$ cat src/rtl/cnt_defs.sv
// rtl/cnt_defs.sv - shared mode constants and parameter range checks for param_counter
package cnt_defs;

    localparam int MODE_WRAP = 0;
    localparam int MODE_SAT  = 1;

    localparam int WIDTH_MIN    = 1;
    localparam int WIDTH_MAX    = 32;
    localparam int PRESCALE_MIN = 1;
    localparam int PRESCALE_MAX = 65535;

    function automatic bit width_ok(input int w);
        return (w >= WIDTH_MIN) && (w <= WIDTH_MAX);
    endfunction

    function automatic bit prescale_ok(input int p);
        return (p >= PRESCALE_MIN) && (p <= PRESCALE_MAX);
    endfunction

    // Largest count representable in w bits, computed in 64 bits so w=32 cannot overflow.
    function automatic longint unsigned width_limit(input int w);
        return (64'd1 << w) - 64'd1;
    endfunction

endpackage

$ cat src/rtl/param_counter_prescale_tick.sv
// rtl/param_counter_prescale_tick.sv - enable prescaler producing one tick every PRESCALE enabled cycles
module prescale_tick #(
    parameter int PRESCALE = 1
) (
    input  logic clk,
    input  logic nrst,
    input  logic en,
    input  logic sclr,
    output logic tick
);

    localparam int CW = (PRESCALE > 1) ? $clog2(PRESCALE) : 1;
    localparam logic [CW-1:0] LAST = CW'(PRESCALE - 1);

    logic [CW-1:0] cnt;

    // With PRESCALE=1, LAST is 0 and cnt never leaves 0, so tick collapses to en.
    assign tick = en && (cnt == LAST);

    always_ff @(posedge clk) begin
        if (!nrst) begin
            cnt <= '0;
        end else if (sclr) begin
            cnt <= '0;
        end else if (tick) begin
            cnt <= '0;
        end else if (en) begin
            cnt <= cnt + CW'(1);
        end
    end

endmodule

$ cat src/rtl/param_counter.sv
// rtl/param_counter.sv - parametrised up/down modulo-N counter with load, clear, wrap/saturate and prescaler
module param_counter
    import cnt_defs::*;
#(
    parameter int              WIDTH    = 8,
    parameter longint unsigned MAX      = (64'd1 << WIDTH) - 64'd1,
    parameter int              MODE     = MODE_WRAP,
    parameter int              PRESCALE = 1
) (
    input  logic             clk,
    input  logic             nrst,
    input  logic             en,
    input  logic             up,
    input  logic             clr,
    input  logic             load,
    input  logic [WIDTH-1:0] load_val,
    output logic [WIDTH-1:0] count,
    output logic             tc,
    output logic             evt
);

    if (!width_ok(WIDTH) || !prescale_ok(PRESCALE) || (MAX > width_limit(WIDTH))) begin : g_bad_params
        $fatal(1, "param_counter: illegal WIDTH/MAX/PRESCALE combination");
    end

    localparam logic [WIDTH-1:0] MAXV = WIDTH'(MAX);

    logic tick;
    logic at_lim;
    logic [WIDTH-1:0] next_step;

    prescale_tick #(
        .PRESCALE (PRESCALE)
    ) u_prescale (
        .clk  (clk),
        .nrst (nrst),
        .en   (en),
        .sclr (clr | load),
        .tick (tick)
    );

    assign tc     = up ? (count == MAXV) : (count == '0);
    assign at_lim = tc;

    // Limit is tested before the add/subtract, so count never passes through an out-of-range value.
    always_comb begin
        next_step = count;
        if (!at_lim) begin
            next_step = up ? (count + WIDTH'(1)) : (count - WIDTH'(1));
        end else if (MODE == MODE_WRAP) begin
            next_step = up ? '0 : MAXV;
        end
    end

    always_ff @(posedge clk) begin
        if (!nrst) begin
            count <= '0;
            evt   <= 1'b0;
        end else if (clr) begin
            count <= '0;
            evt   <= 1'b0;
        end else if (load) begin
            count <= (load_val > MAXV) ? MAXV : load_val;
            evt   <= 1'b0;
        end else if (tick) begin
            count <= next_step;
            evt   <= at_lim;
        end else begin
            evt   <= 1'b0;
        end
    end

endmodule

$ cat config.mk
export PLATFORM = sky130hd
export DESIGN_NAME = param_counter
export DESIGN_NICKNAME = d
export VERILOG_FILES = /design/src/rtl/cnt_defs.sv /design/src/rtl/param_counter_prescale_tick.sv /design/src/rtl/param_counter.sv
export SDC_FILE = /design/constraint.sdc
export NUM_CORES = 1
export LEC_CHECK = 0
export BUFFER_PORTS_ARGS = -buffer_cell sky130_fd_sc_hd__buf_2
export CAP_MARGIN = 30
export CELL_PAD_IN_SITES_DETAIL_PLACEMENT = 0
export CELL_PAD_IN_SITES_GLOBAL_PLACEMENT = 1
export CORE_UTILIZATION = 34
export CTS_BUF_LIST = sky130_fd_sc_hd__clkbuf_4 sky130_fd_sc_hd__clkbuf_8
export DETAILED_ROUTE_END_ITERATION = 16
export GPL_ROUTABILITY_DRIVEN = 0
export HOLD_SLACK_MARGIN = 0.1
export PLACE_DENSITY_LB_ADDON = 0.2
export RECOVER_POWER = 100
export SETUP_SLACK_MARGIN = 0.5
export SYNTH_ARGS = -nofsm -noshare
export SYNTH_HDL_FRONTEND = slang
export SYNTH_SLANG_ARGS = --single-unit
$ cat constraint.sdc
create_clock -name clk -period 1.5 [get_ports clk]
set_input_delay 0.15 -clock clk [delete_from_list [all_inputs] [get_ports clk]]
set_output_delay 0.15 -clock clk [all_outputs]
set_load 0.02 [all_outputs]
== After elaboration in Yosys (flattened, before gate mapping) ==
Index checks and enable logic that the tools add are counted.

* Output and inout port bits: 10
* Register bits after elaboration: 10
* Logic and storage cells: 25

* $add $sub $neg: 3
* Reduce and logical (&&, ||, !) cells: 6
* $lt $le $gt $ge: 1
* Eq/ne operators: 1
* Bitwise logic cells: 4
* Multiplexer cells: 7

{| class="wikitable"
|+ Operator list
! operator !! number
|-
| $mux 8 || 6
|-
| $add 8x1->8 const B || 1
|-
| $eq 8x8->1 const B || 1
|-
| $gt 8x8->1 const B || 1
|-
| $logic_not 8->1 || 1
|-
| $sub 8x1->8 const B || 1
|-
| $reduce_or 4->1 || 1
|-
| $not 1->1 || 3
|-
| $reduce_or 3->1 || 1
|-
| $reduce_bool 2->1 || 1
|-
| $reduce_or 2->1 || 1
|-
| $add 1x1->1 const B || 1
|-
| $logic_and 1x1->1 || 1
|-
| $mux 1 || 1
|-
| $or 1x1->1 || 1
|}

== Logic depth before layout (Yosys ltp) ==
Gate-level depths: netlist of run 1.

* Word-level depth: 5
* Depth in mapped cells: 7
* Depth with buffers taken out: 7

== By module ==
Synthesis of run 1 repeated with hierarchy kept, for this count alone.

* Cell total of the unflattened synthesis: 102
* Area, all modules: 822.0 sq um

{| class="wikitable"
|+ Modules (own cells, without submodules)
! module !! seq. area each (sq um) !! cells an instance !! area an instance (sq um) !! instances
|-
| param_counter || 180.2 || 99 || 783.3 || 1
|-
| prescale_tick || 20.0 || 3 || 38.8 || 1
|}

== Worst setup path after synthesis of run 1 ==
OpenSTA, ideal clock, no wires.

* Path type: register to register
* Start: register count[5]
* End: register evt
* Data required time: 1.439 ns
* Arrival time: 1.695 ns
* Period minus slack after synthesis: 1.756 ns
* Library setup time: 0.061 ns
* Cell stages (with the launch flop): 5
* Path slack: -0.256 ns
* Path through: dfxtp_1 or4_4 nor4_4 nand2b_1 and4b_1

* Longest elaborated chain between the ends: 2
* Elaborated cells on any way between the ends: 3
* Classes of those cells: 1 x eq/ne; 1 x mux; 1 x reduce/logical

{| class="wikitable"
|+ Ends and longest elaborated chain
! item !! line !! RTL
|-
| from (decl) || param_counter.sv:17 || <nowiki>output logic [WIDTH-1:0] count,</nowiki>
|-
| from (signal assigned) || param_counter.sv:63 || <nowiki>count <= (load_val > MAXV) ? MAXV : load_val;</nowiki>
|-
| from (signal assigned) || param_counter.sv:66 || <nowiki>count <= next_step;</nowiki>
|-
| $eq 8x8->1 / $logic_not 8->1 (equally long branches) || param_counter.sv:42 || <nowiki>assign tc = up ? (count == MAXV) : (count == '0);</nowiki>
|-
| $mux 1 * || param_counter.sv:42 ||
|-
| net tc || param_counter.sv:18 || <nowiki>output logic tc,</nowiki>
|-
| to (signal assigned) || param_counter.sv:67 || <nowiki>evt <= at_lim;</nowiki>
|-
| to (decl) || param_counter.sv:19 || <nowiki>output logic evt</nowiki>
|}

Mark *: on every way through the listed nets, which the timed path passes. The rest lies on a longest branch.
A chain may end at the register's enable or synchronous reset.

== Worst setup path in the final report of run 1 ==
* Start: register count[5]
* End: output port tc

* Longest elaborated chain between the ends: 2
* Elaborated cells on any way between the ends: 3
* Classes of those cells: 1 x eq/ne; 1 x mux; 1 x reduce/logical

{| class="wikitable"
|+ Ends and longest elaborated chain
! item !! line
|-
| $eq 8x8->1 / $logic_not 8->1 (equally long branches) || param_counter.sv:42
|-
| $mux 1 * || param_counter.sv:42
|-
| to (decl) || param_counter.sv:18
|}

Every way passes the cells marked *; elsewhere a longest branch is shown, timed or not.

==> flow_metrics.tcl, run 1 <==
set metrics [dict create \
    final-setup-viol-count 10 \
    worst-r2r-cell-count 8 \
    r2r-end "count[7]" \
    timing_max_transition_violations_final 0 \
    post_synthesis_share_of_cell_area_spent_on_and_or_nand_and_nor_gates_pct 25.21 \
    detail-route-antenna-nets 0 \
    fp.dieW_um 48.95 \
    cts.hold.buffers_added 0 \
    worst-path-max-fanout 2 \
    mappedNetlistNets 105 \
    grt_usage_pct 24.23 \
    synth_area_um2 749.5 \
    transition_at_the_pin_with_the_smallest_max_transition_slack_ns 0.3593 \
    drt_iter0_drc 17 \
    number_of_ports_placed_on_the_die_boundary 24 \
    m1_wire_length_um 1155 \
    failed_checks "setup timing" \
    min_period_over_period_pct 117.7 \
    top_signal_layer_used "met4" \
    maximum_number_of_pins_on_one_net_before_global_route_repair 12 \
    max-slew-margin-rel_pct 75.97 \
    grt_pass1_wl_um 4436 \
    synthToLayoutAreaGrowth_pct 93.49 \
    compound_cell_area_share_of_the_yosys_netlist_pct 28.55 \
    core_mm2 0.002022 \
    synthMuxAreaShare_pct 0 \
    worstSetupStartpoint "count[5]" \
    run_status "finished with violations" \
    hold_slack_ns 0.1803 \
    crit_type "reg2out" \
    fin_ws_ns -0.2652 \
    p_per_area_mw_per_mm2 664.0 \
    leakage_nw 0.6702 \
    routed_via_density 5.263 \
    tritoncts.num_buffers 3 \
    crit_required_ns 1.35 \
    met2_routed_wirelength_um 1393 \
    clkTransAtPathRegs_ns 0.07 \
    post_synth_fa_ha_maj_area_fraction_pct 12.69 \
    arrival_time_worst_endpoint_ns 1.62 \
    cp-endpoint "tc" \
    crit_path_end_kind "primary output" \
    met3_length_um 119 \
    floorplan.die.height_um 48.95 \
    nets 170 \
    dp.cells 159 \
    globalRouteOverflowTotal 0 \
    tritoncts_num_sinks 10 \
    worstSkewPairLatency_ns 0.27 \
    synth.yosys.seq_area_share_pct 26.71 \
    layout.cells.non_filler 175 \
    irDropWorstVdd_uv 685.2 \
    clock-root-buffer "sky130_fd_sc_hd__clkbuf_4" \
    initial_antenna_violation_count 0 \
    std_cell_rows 16 \
    synth_xor_area_share_pct 4.674 \
    final_period_minus_worst_setup_slack_ns 1.765 \
    maxCapViolations 0 \
    die_area_mm2 0.002396 \
    main_combinational_cell_family_by_area_after_synthesis "compound AO/OA/AOI/OAI gates" \
    nFillCells 158 \
    class_of_the_worst_hold_path "in2reg" \
    syn-mean-instance-area_um2 8.922 \
    grt_setup_unrepaired "yes" \
    timing.final.hold_violations 0 \
    cts_max_level 1 \
    ys_seq_elements 10 \
    cts_tree "yes" \
    ys_warn_count 0 \
    antenna-diode-count 0 \
    worstSetupStartpointType "flop" \
    worst_reg2reg_setup_slack_ns -0.20 \
    clock_skew_ns 0.003052 \
    max_clock_freq_mhz 566.5 \
    grt_pass1_vias 938 \
    postRouteWirelength_um 2684 \
    routed-via-count 921 \
    drt_pass1_iterations 4 \
    wire_per_inst_um 15.34 \
    cell_count_after_synthesis 84 \
    layout-drive-gt1-share_pct 62.16 \
    port_buffers 23 \
    synth_unique_cells 33 \
    drc_viols 0 \
    detailedPlacementHpwl_um 1808 \
    ctsLongestPathBuffers 2 \
    start_util_pct 37.07 \
    critical_path.reg2reg.startpoint "count[5]" \
]
==> stage by stage <==
step | setup TNS, ns | setup slack [ns] | total power (W) | cell area, um2 | utilization, %
finish | -1.627 | -0.2652 | 0.0009629 | 1450 | 71.72
global route | -2.401 | -0.3378 | 0.001011 | 1450 | 71.72
CTS | -1.305 | -0.2533 | 0.0009352 | 1415 | 69.99
detailed placement | -1.584 | -0.3319 | 0.0006379 | 1170 | 57.86
global placement | -1.412 | -0.3037 | 0.0006341 | 1170 | 57.86
floorplan | -0.2638 | -0.1290 | 0.0004919 | 827.0 | -
==> metal layers <==
layer	vias up	global-route usage [%]
met5	-	0
met4	0	4.902
met3	2	6.542
met2	28	43.52
met1	432	28.57
li1	459	-
==> layout make-up <==
| type | instances | area (um2) | area share, % |
|---|---|---|---|
| clock buffers | 4 | 30.03 | 2.071 |
| inverters | 2 | 11.26 | 0.7765 |
| repair buffers | 62 | 500.5 | 34.51 |
| well taps | 27 | 33.78 | 2.330 |
| multi-input cells | 70 | 656.9 | 45.30 |
| flip-flops and latches | 10 | 217.7 | 15.01 |
==> how the worst min path moves through the flow <==
stage | start | to | depth (start not counted)
2_1_floorplan | load | count[5] | 2
3_3_place_gp | clr | count[6] | 4
3_5_place_dp | clr | count[6] | 4
4_1_cts | clr | count[6] | 4
5_1_grt | load_val[0] | count[0] | 3
6_report | clr | count[6] | 4
==> critical path, stage by stage (launching register included) <==
cell and delay, ns:
sky130_fd_sc_hd__dfxtp_4 0.35, sky130_fd_sc_hd__or4_4 0.52, sky130_fd_sc_hd__nor4_4 0.18, sky130_fd_sc_hd__nand2b_4 0.18
sky130_fd_sc_hd__buf_6 0.12
==> synthesized netlist by cell type (all sizes together) <==
cell	count	area share (%)
or2	1	0.84
nand2	6	3.0
nand2b	3	2.5
nor2b	1	0.84
nand4	3	3.3
nor2	3	1.5
xor2	2	2.3
xnor2	2	2.3
nor3	1	1.3
inv	2	1.0
or3b	1	1.2
o21ai	4	2.7
a21o	3	3.0
fa	1	2.7
o221ai	7	8.2
and2	1	0.84
nor4	1	2.8
o211ai	3	3.0
nand3	3	2.0
a211oi	3	3.0
a21oi	9	6.0
and4b	2	2.7
o221a	1	1.5
a211o	1	1.2
or3	1	0.84
clkbuf	2	1.2
ha	6	10
or4	1	1.5
dfxtp	10	27
==> kinds of logic after synthesis <==
kind of cell               Yosys count
DFF                                 10
xor gates and xnor gates             4
buffers and inverters                4
AOI/OAI and AO/OA                   31
and+or+nand+nor                     28
adders and majority gates            7
==> sequential cells by signal (all words and copies together) (netlist names) <==
register        count
count               8
evt                 1
u_prescale.cnt      1
==> report_power, final <==
group          switching [W]  internal [W]
logic               0.000198      0.000252
registers          0.0000158      0.000278
clock network      0.0000982      0.000121
total               0.000312      0.000651
==> cells in the final DEF, fill, tap and decap left out, types with 2 or more instances in the layout <==
cell type                  instances
sky130_fd_sc_hd__a21o_1            3
sky130_fd_sc_hd__a21oi_1           8
sky130_fd_sc_hd__and4b_1           2
sky130_fd_sc_hd__buf_2            13
sky130_fd_sc_hd__buf_4            27
sky130_fd_sc_hd__buf_6            20
sky130_fd_sc_hd__clkbuf_1          2
sky130_fd_sc_hd__clkbuf_4          4
sky130_fd_sc_hd__dfxtp_1           4
sky130_fd_sc_hd__dfxtp_2           2
sky130_fd_sc_hd__dfxtp_4           4
sky130_fd_sc_hd__ha_1              2
sky130_fd_sc_hd__ha_4              4
sky130_fd_sc_hd__nand2_1           6
sky130_fd_sc_hd__nand2b_4          2
sky130_fd_sc_hd__nand3_1           2
sky130_fd_sc_hd__nand4_1           2
sky130_fd_sc_hd__nor2_1            3
sky130_fd_sc_hd__o211ai_1          3
sky130_fd_sc_hd__o21ai_1           2
sky130_fd_sc_hd__o21ai_2           2
sky130_fd_sc_hd__o221ai_1          7
sky130_fd_sc_hd__xnor2_1           2
sky130_fd_sc_hd__xor2_1            2
==> what timing repair did <==
item | CTS | global route
resized for setup | 39 | 6
hold endpoints to repair | 0 | 0
endpoints found under the setup margin | 18 | 18
pin swaps | 11 | 5
setup buffers | 9 | 3
Note: power is estimated with default switching activity, not from simulation.
==> inputs of run 2 (changes only) <==
- ABC_AREA: not set -> 1
- CORE_UTILIZATION: 34 -> 33
==> run 2 against run 1 <==
The run now ends clean; fmax rose by 19%; core utilization shrank 13 points; die area is 17% higher; worst setup slack better by 0.28 ns; hold slack worse by 0.056 ns; largest cell class unchanged.
==> flow_metrics.tcl, run 2 <==
set metrics [dict create \
    most-common-layout-cells "sky130_fd_sc_hd__nand2_1 (21), sky130_fd_sc_hd__buf_4 (16), sky130_fd_sc_hd__inv_1 (14)" \
    postRouteWirelength_um 2602 \
    irDropWorstVdd_uv 648.3 \
    detail-route-antenna-nets 0 \
    clkTransAtPathRegs_ns 0.07 \
    ys_warn_count 0 \
    largest_register "count" \
    synth_unique_cells 24 \
    mappedNetlistNets 143 \
    fp.dieW_um 52.85 \
    cts_tree "yes" \
    synth_area_um2 853.3 \
    arrival_time_worst_endpoint_ns 1.33 \
    final-setup-viol-count 0 \
    post_layout_utilization_of_the_core_pct 58.87 \
    worst-path-max-fanout 3 \
    max_clock_freq_mhz 674.0 \
    nets 189 \
    grt_usage_pct 20.55 \
    crit_required_ns 1.35 \
    worstSetupStartpointType "flop" \
    synthToLayoutAreaGrowth_pct 69.36 \
    grt_pass1_wl_um 4036 \
    run_status "complete, no violations" \
    layout.cells.non_filler 197 \
    layout-drive-gt1-share_pct 58.08 \
    number_of_ports_placed_on_the_die_boundary 24 \
    crit_type "reg2out" \
    worst_hold_path.num_cells 2 \
    max-slew-margin-rel_pct 77.94 \
    globalRouteOverflowTotal 0 \
    p_per_area_mw_per_mm2 644.4 \
    leakage_nw 0.6731 \
    port_buffers 23 \
    routed_via_density 4.975 \
    initial_antenna_violation_count 0 \
    transition_at_the_pin_with_the_smallest_max_transition_slack_ns 0.3279 \
    cell_count_after_synthesis 122 \
    min_period_over_period_pct 98.91 \
    clock-root-buffer "sky130_fd_sc_hd__clkbuf_4" \
    synth_top_flop_cell "sky130_fd_sc_hd__dfxtp_1" \
    worstPathBufferInverterCount 3 \
    wire_per_inst_um 13.21 \
    worst_path_dominant_cell_family "simple AND/OR/NAND/NOR gates" \
    timing.critical_path.cells "buf_6, nor2_4, nand4_1, nor2_2, nor2_2, inv_2, buf_6" \
    synth_largest_type_area_fraction_pct 23.46 \
    postSynth.asyncResetShare_pct 0 \
    synth.largest_area_cell "sky130_fd_sc_hd__dfxtp_1" \
    post_synth_most_frequent_cells "sky130_fd_sc_hd__nand2_1 (29), sky130_fd_sc_hd__inv_1 (18), sky130_fd_sc_hd__nor2_1 (12), sky130_fd_sc_hd__dfxtp_1 (10), sky130_fd_sc_hd__nand3_1 (9)" \
    drt_pass1_iterations 4 \
    timing_max_transition_violations_final 0 \
    reg.largest.list "count x8, evt x1, u_prescale.cnt x1" \
    timing.final.hold_violations 0 \
    maximum_number_of_pins_on_one_net_before_global_route_repair 10 \
    min_from "load" \
    drt_iter0_drc 12 \
    start_util_pct 34.76 \
    floorplan.die.height_um 52.85 \
    std_cell_rows 18 \
    worst-r2r-cell-count 8 \
    core_mm2 0.002455 \
    layout.cells.most_common "sky130_fd_sc_hd__nand2_1" \
    tritoncts_num_sinks 10 \
    synth.yosys.seq_area_share_pct 23.46 \
    nFillCells 230 \
    class_of_the_worst_hold_path "in2reg" \
    maxCapViolations 0 \
    clock_skew_ns 0.003660 \
    cts_max_level 1 \
    detailedPlacementHpwl_um 1771 \
    crit_path_end_kind "primary output" \
    synth.top_cells.by_area "sky130_fd_sc_hd__dfxtp_1 (23%), sky130_fd_sc_hd__nand2_1 (13%), sky130_fd_sc_hd__ha_1 (8.8%)" \
    dp.cells 182 \
    tritoncts.num_buffers 3 \
    worstSkewPairLatency_ns 0.28 \
    antenna-diode-count 0 \
    worst_reg2reg_setup_slack_ns 0.05 \
    r2r-end "count[4]" \
    critical_path.reg2reg.startpoint "count[1]" \
    drc_viols 0 \
    grt_pass1_vias 890 \
    die_area_mm2 0.002793 \
    synth_enable_flop_cells 0 \
    largest_reg_flops 8 \
    routed-via-count 980 \
    worstSetupStartpoint "count[0]" \
    ys_seq_elements 10 \
    grt_setup_unrepaired "yes" \
    end_of_the_worst_hold_path "evt" \
    final_period_minus_worst_setup_slack_ns 1.484 \
    syn-mean-instance-area_um2 6.994 \
    synth.most_common_cell "sky130_fd_sc_hd__nand2_1" \
    ctsLongestPathBuffers 2 \
    slowest_stage "sky130_fd_sc_hd__dfxtp_4" \
    hold_slack_ns 0.1240 \
    timing.critical_path.slowest_cell_delay_ns 0.36 \
]
-- run 2: cell count changes in the layout (fill, tap and decap cells not counted), sizes merged, moves of 4 or more --
cell,change
nand3,+9
nand2,+26
inv,+17
buf,-23
nor2,+12
o21ai,-4
-- run 2: worst max path at each step --
stage | slack, ns | end | cells past startpoint
global route | -0.06 | tc | 7
CTS | 0.02 | tc | 7
detailed placement | -0.14 | count[6] | 12
finish | 0.02 | tc | 7
floorplan | 0.16 | count[6] | 10
global placement | -0.12 | count[6] | 12
-- run 2: per-layer routing --
metal | vias up | share of wire [%] | track usage (%) | wire length, um
met3 | 6 | 3.4 | 5.172 | 89
met4 | 0 | 1.7 | 7.895 | 44
met1 | 458 | 41 | 24.57 | 1075
met5 | - | 0 | 0 | 0
met2 | 19 | 53 | 34.81 | 1392
li1 | 497 | - | - | -
-- run 2: power by group --
part	internal, W	leakage (nW)	switching, W
Sequential	0.000273	0.0874	0.0000222
Clock	0.000121	0.0184	0.000106
Combinational	0.000194	0.567	0.000214
-- run 2: metrics by stage --
stage                     setup WS, ns  instance area, um2  power (W)  TNS, ns
after floorplan                 0.1581               907.1  0.0004878        0
after global placement         -0.1183                1112  0.0005843  -0.3796
after detailed placement       -0.1430                1112  0.0005864  -0.4368
after CTS                      0.01946                1354  0.0008943        0
after global routing          -0.05540                1445  0.0009914  -0.1064
final                          0.01630                1445  0.0009313        0
-- run 2: area by class of cell --
cell class	count	area (um2)	area share, %
inverters	20	83.83	5.801
clock buffers	4	30.03	2.078
flip-flops and latches	10	230.2	15.93
repair buffers	41	311.5	21.56
well taps	30	37.54	2.597
multi-input cells	92	752.0	52.03
-- run 2: cells by family after synthesis --
| logic type | after synthesis | synth area share [%] |
|---|---|---|
| AOI/OAI and AO/OA | 18 | 16.57 |
| xor gates and xnor gates | 3 | 3.080 |
| and+or+nand+nor | 64 | 36.66 |
| buffers and inverters | 20 | 9.090 |
| DFF | 10 | 23.46 |
| adders and majority gates | 7 | 11.14 |
-- run 2: repair_timing --
action | 4_1_cts | 5_1_grt
pin swaps | 14 | 15
setup endpoints to repair | 11 | 17
endpoints found under the hold margin | 1 | 0
hold buffers | 1 | 0
buffers inserted | 8 | 2
resized for setup | 23 | 23
cloned | 0 | 0
==> inputs of run 3 (changes only) <==
- CELL_PAD_IN_SITES_DETAIL_PLACEMENT: 0 -> not set
- CELL_PAD_IN_SITES_GLOBAL_PLACEMENT: 1 -> not set
- CORE_ASPECT_RATIO: not set -> 0.8
- CORE_UTILIZATION: 33 -> 40
- SLEW_MARGIN: not set -> 20
==> run 3 against run 2 <==
Worst setup slack better by 0.0034 ns; critical endpoint unchanged; sequential share of layout area up 0.72 points; clock power down 4%; hold slack better by 0.063 ns; register-to-register slack about the same; first-iteration DRC count up 42%; largest cell class unchanged; critical path type unchanged; via count down 2.8%; total power down 4.3%.
==> flow_metrics.tcl, run 3 (synthesized netlist as in run 2, its figures left out) <==
set metrics [dict create \
    arrival_time_worst_endpoint_ns 1.33 \
    number_of_ports_placed_on_the_die_boundary 24 \
    detail-route-antenna-nets 0 \
    clkTransAtPathRegs_ns 0.07 \
    slowest_stage "sky130_fd_sc_hd__dfxtp_4" \
    grt_usage_pct 23.64 \
    max-slew-margin-rel_pct 81.07 \
    tritoncts.num_buffers 3 \
    maximum_number_of_pins_on_one_net_before_global_route_repair 10 \
    drt_iter0_drc 17 \
    cts_max_level 1 \
    combinationalPowerShare_pct 42.3 \
    layout-drive-gt1-share_pct 57.83 \
    detailedPlacementHpwl_um 1675 \
    worst_path_dominant_cell_family "simple AND/OR/NAND/NOR gates" \
    timing.critical_path.cells "buf_6, nor2_2, nand4_1, nor2_2, nor2_2, inv_2, buf_6" \
    timing.critical_path.slowest_cell_delay_ns 0.35 \
    reg.largest.list "count x8, evt x1, u_prescale.cnt x1" \
    postRouteWirelength_um 2397 \
    timing.critical_path.mode_cell "sky130_fd_sc_hd__nor2_2" \
    worst-path-max-fanout 3 \
    stdcell_area_mm2 0.001383 \
    core_mm2 0.001944 \
    worstSetupStartpoint "count[0]" \
    internal-power_w 0.0005752 \
    grt_setup_unrepaired "yes" \
    power.net_switching_w 0.0003157 \
    maxCapViolations 0 \
    power_frac_clock_pct 24.6 \
    largest_reg_flops 8 \
    grt_pass1_wl_um 3912 \
    timing_max_transition_violations_final 0 \
    worst_reg2reg_setup_slack_ns 0.04 \
    worstSkewPairLatency_ns 0.27 \
    antenna-diode-count 0 \
    grt_pass1_vias 925 \
    final_period_minus_worst_setup_slack_ns 1.480 \
    clock-root-buffer "sky130_fd_sc_hd__clkbuf_4" \
    wire_per_inst_um 12.62 \
    run_status "complete, no violations" \
    tritoncts_num_sinks 10 \
    final-setup-viol-count 0 \
    nFillCells 153 \
    min_from "clr" \
    leakage_nw 0.6485 \
    layout.cells.most_common "sky130_fd_sc_hd__nand2_1" \
    critical_path.reg2reg.startpoint "count[0]" \
    drt_pass1_iterations 4 \
    p_per_area_mw_per_mm2 644.3 \
    crit_type "reg2out" \
    dpl_cell_area_mm2 0.001097 \
    power.sequential.fraction_pct 33.1 \
    ctsLongestPathBuffers 2 \
    fin_ws_ns 0.01971 \
    drc_viols 0 \
    initial_antenna_violation_count 0 \
    routed_via_density 5.016 \
    worstSetupStartpointType "flop" \
    class_of_the_worst_hold_path "in2reg" \
    fp.dieW_um 53.64 \
    max_clock_freq_mhz 675.5 \
    nets 188 \
    globalRouteOverflowTotal 0 \
    synthToLayoutAreaGrowth_pct 62.02 \
    most-common-layout-cells "sky130_fd_sc_hd__nand2_1 (21), sky130_fd_sc_hd__buf_2 (16), sky130_fd_sc_hd__inv_1 (15)" \
    crit_path_end_kind "primary output" \
    net_switching_fraction_of_the_power_pct 35.44 \
    clock_skew_ns 0.001095 \
    cts_tree "yes" \
    std_cell_rows 14 \
    largest_register "count" \
    start_util_pct 43.89 \
    die_area_mm2 0.002323 \
    transition_at_the_pin_with_the_smallest_max_transition_slack_ns 0.2836 \
    floorplan.die.height_um 43.31 \
    port_buffers 23 \
    routed-via-count 953 \
    worstPathBufferInverterCount 3 \
    min_period_over_period_pct 98.69 \
    irDropWorstVdd_uv 525.1 \
    timing.final.hold_violations 0 \
    pre_cts_ws_ns -0.1464 \
    crit_required_ns 1.35 \
]
==> run 3: cell types whose count changed in the layout (fill, tap and decap cells not counted), moves of 3 or more <==
cell                      change
sky130_fd_sc_hd__nand2_4      -4
sky130_fd_sc_hd__buf_4        -3
sky130_fd_sc_hd__buf_2        +4
sky130_fd_sc_hd__nand2_2      +4
==> run 3: through the flow <==
stage | instances | total power (W) | hold WS, ns | setup TNS [ns] | utilization [%]
6_report | 190 | 0.0008908 | 0.1866 | 0 | 71.11
5_1_grt | 190 | 0.0009517 | 0.1900 | -0.07348 | 71.11
4_1_cts | 189 | 0.0008720 | 0.1752 | 0 | 68.34
3_5_place_dp | 175 | 0.0005804 | 0.3691 | -0.4510 | 56.44
3_3_place_gp | 175 | 0.0005751 | 0.3609 | -0.2111 | 56.44
2_1_floorplan | 122 | 0.0004878 | 0.2210 | 0 | -
==> run 3: per-layer routing <==
metal | routed length (um) | share of wire, % | vias up | GRT usage [%]
li1 | - | - | 496 | -
met1 | 1024 | 43 | 438 | 26.28
met2 | 1282 | 53 | 19 | 44.00
met3 | 89 | 3.7 | 0 | 7.527
met4 | 0 | 0 | 0 | 3.158
met5 | 0 | 0 | - | 0
==> run 3: area by class of cell <==
type,instances,area [um2],area share [%]
clock buffer,4,30.03,2.172
inverter,20,83.83,6.063
multi-input combinational,92,709.4,51.31
sequential,10,230.2,16.65
tap,24,30.03,2.172
timing repair buffer,40,299.0,21.63
==> run 3: final timing paths <==
kind	to	cells after the start
max	tc	7
min	count[3]	4
max reg2reg	evt	8
min reg2reg	u_prescale.cnt	2
==> run 3: power groups by stage <==
stage | clock network [W] | registers (W) | logic (W)
after floorplan | 0 | 0.000311 | 0.000177
after global placement | 0 | 0.000297 | 0.000278
after detailed placement | 0 | 0.000297 | 0.000283
after CTS | 0.000228 | 0.000293 | 0.000351
after global routing | 0.000242 | 0.000298 | 0.000412
final | 0.000219 | 0.000295 | 0.000376
==> run 3: what timing repair did <==
item,in CTS,in global routing
endpoints found under the setup margin,11,14
hold buffers,3,0
setup buffers,7,1
pin swaps,16,2
endpoints found under the hold margin,2,0
resized for setup,23,14
==> run 3: worst register-to-register path, delay by kind of cell, from the launching register on <==
kind	cells	cell delay, ns
buffers and inverters	3	0.35
and+or+nand+nor	5	0.67
DFF	1	0.35
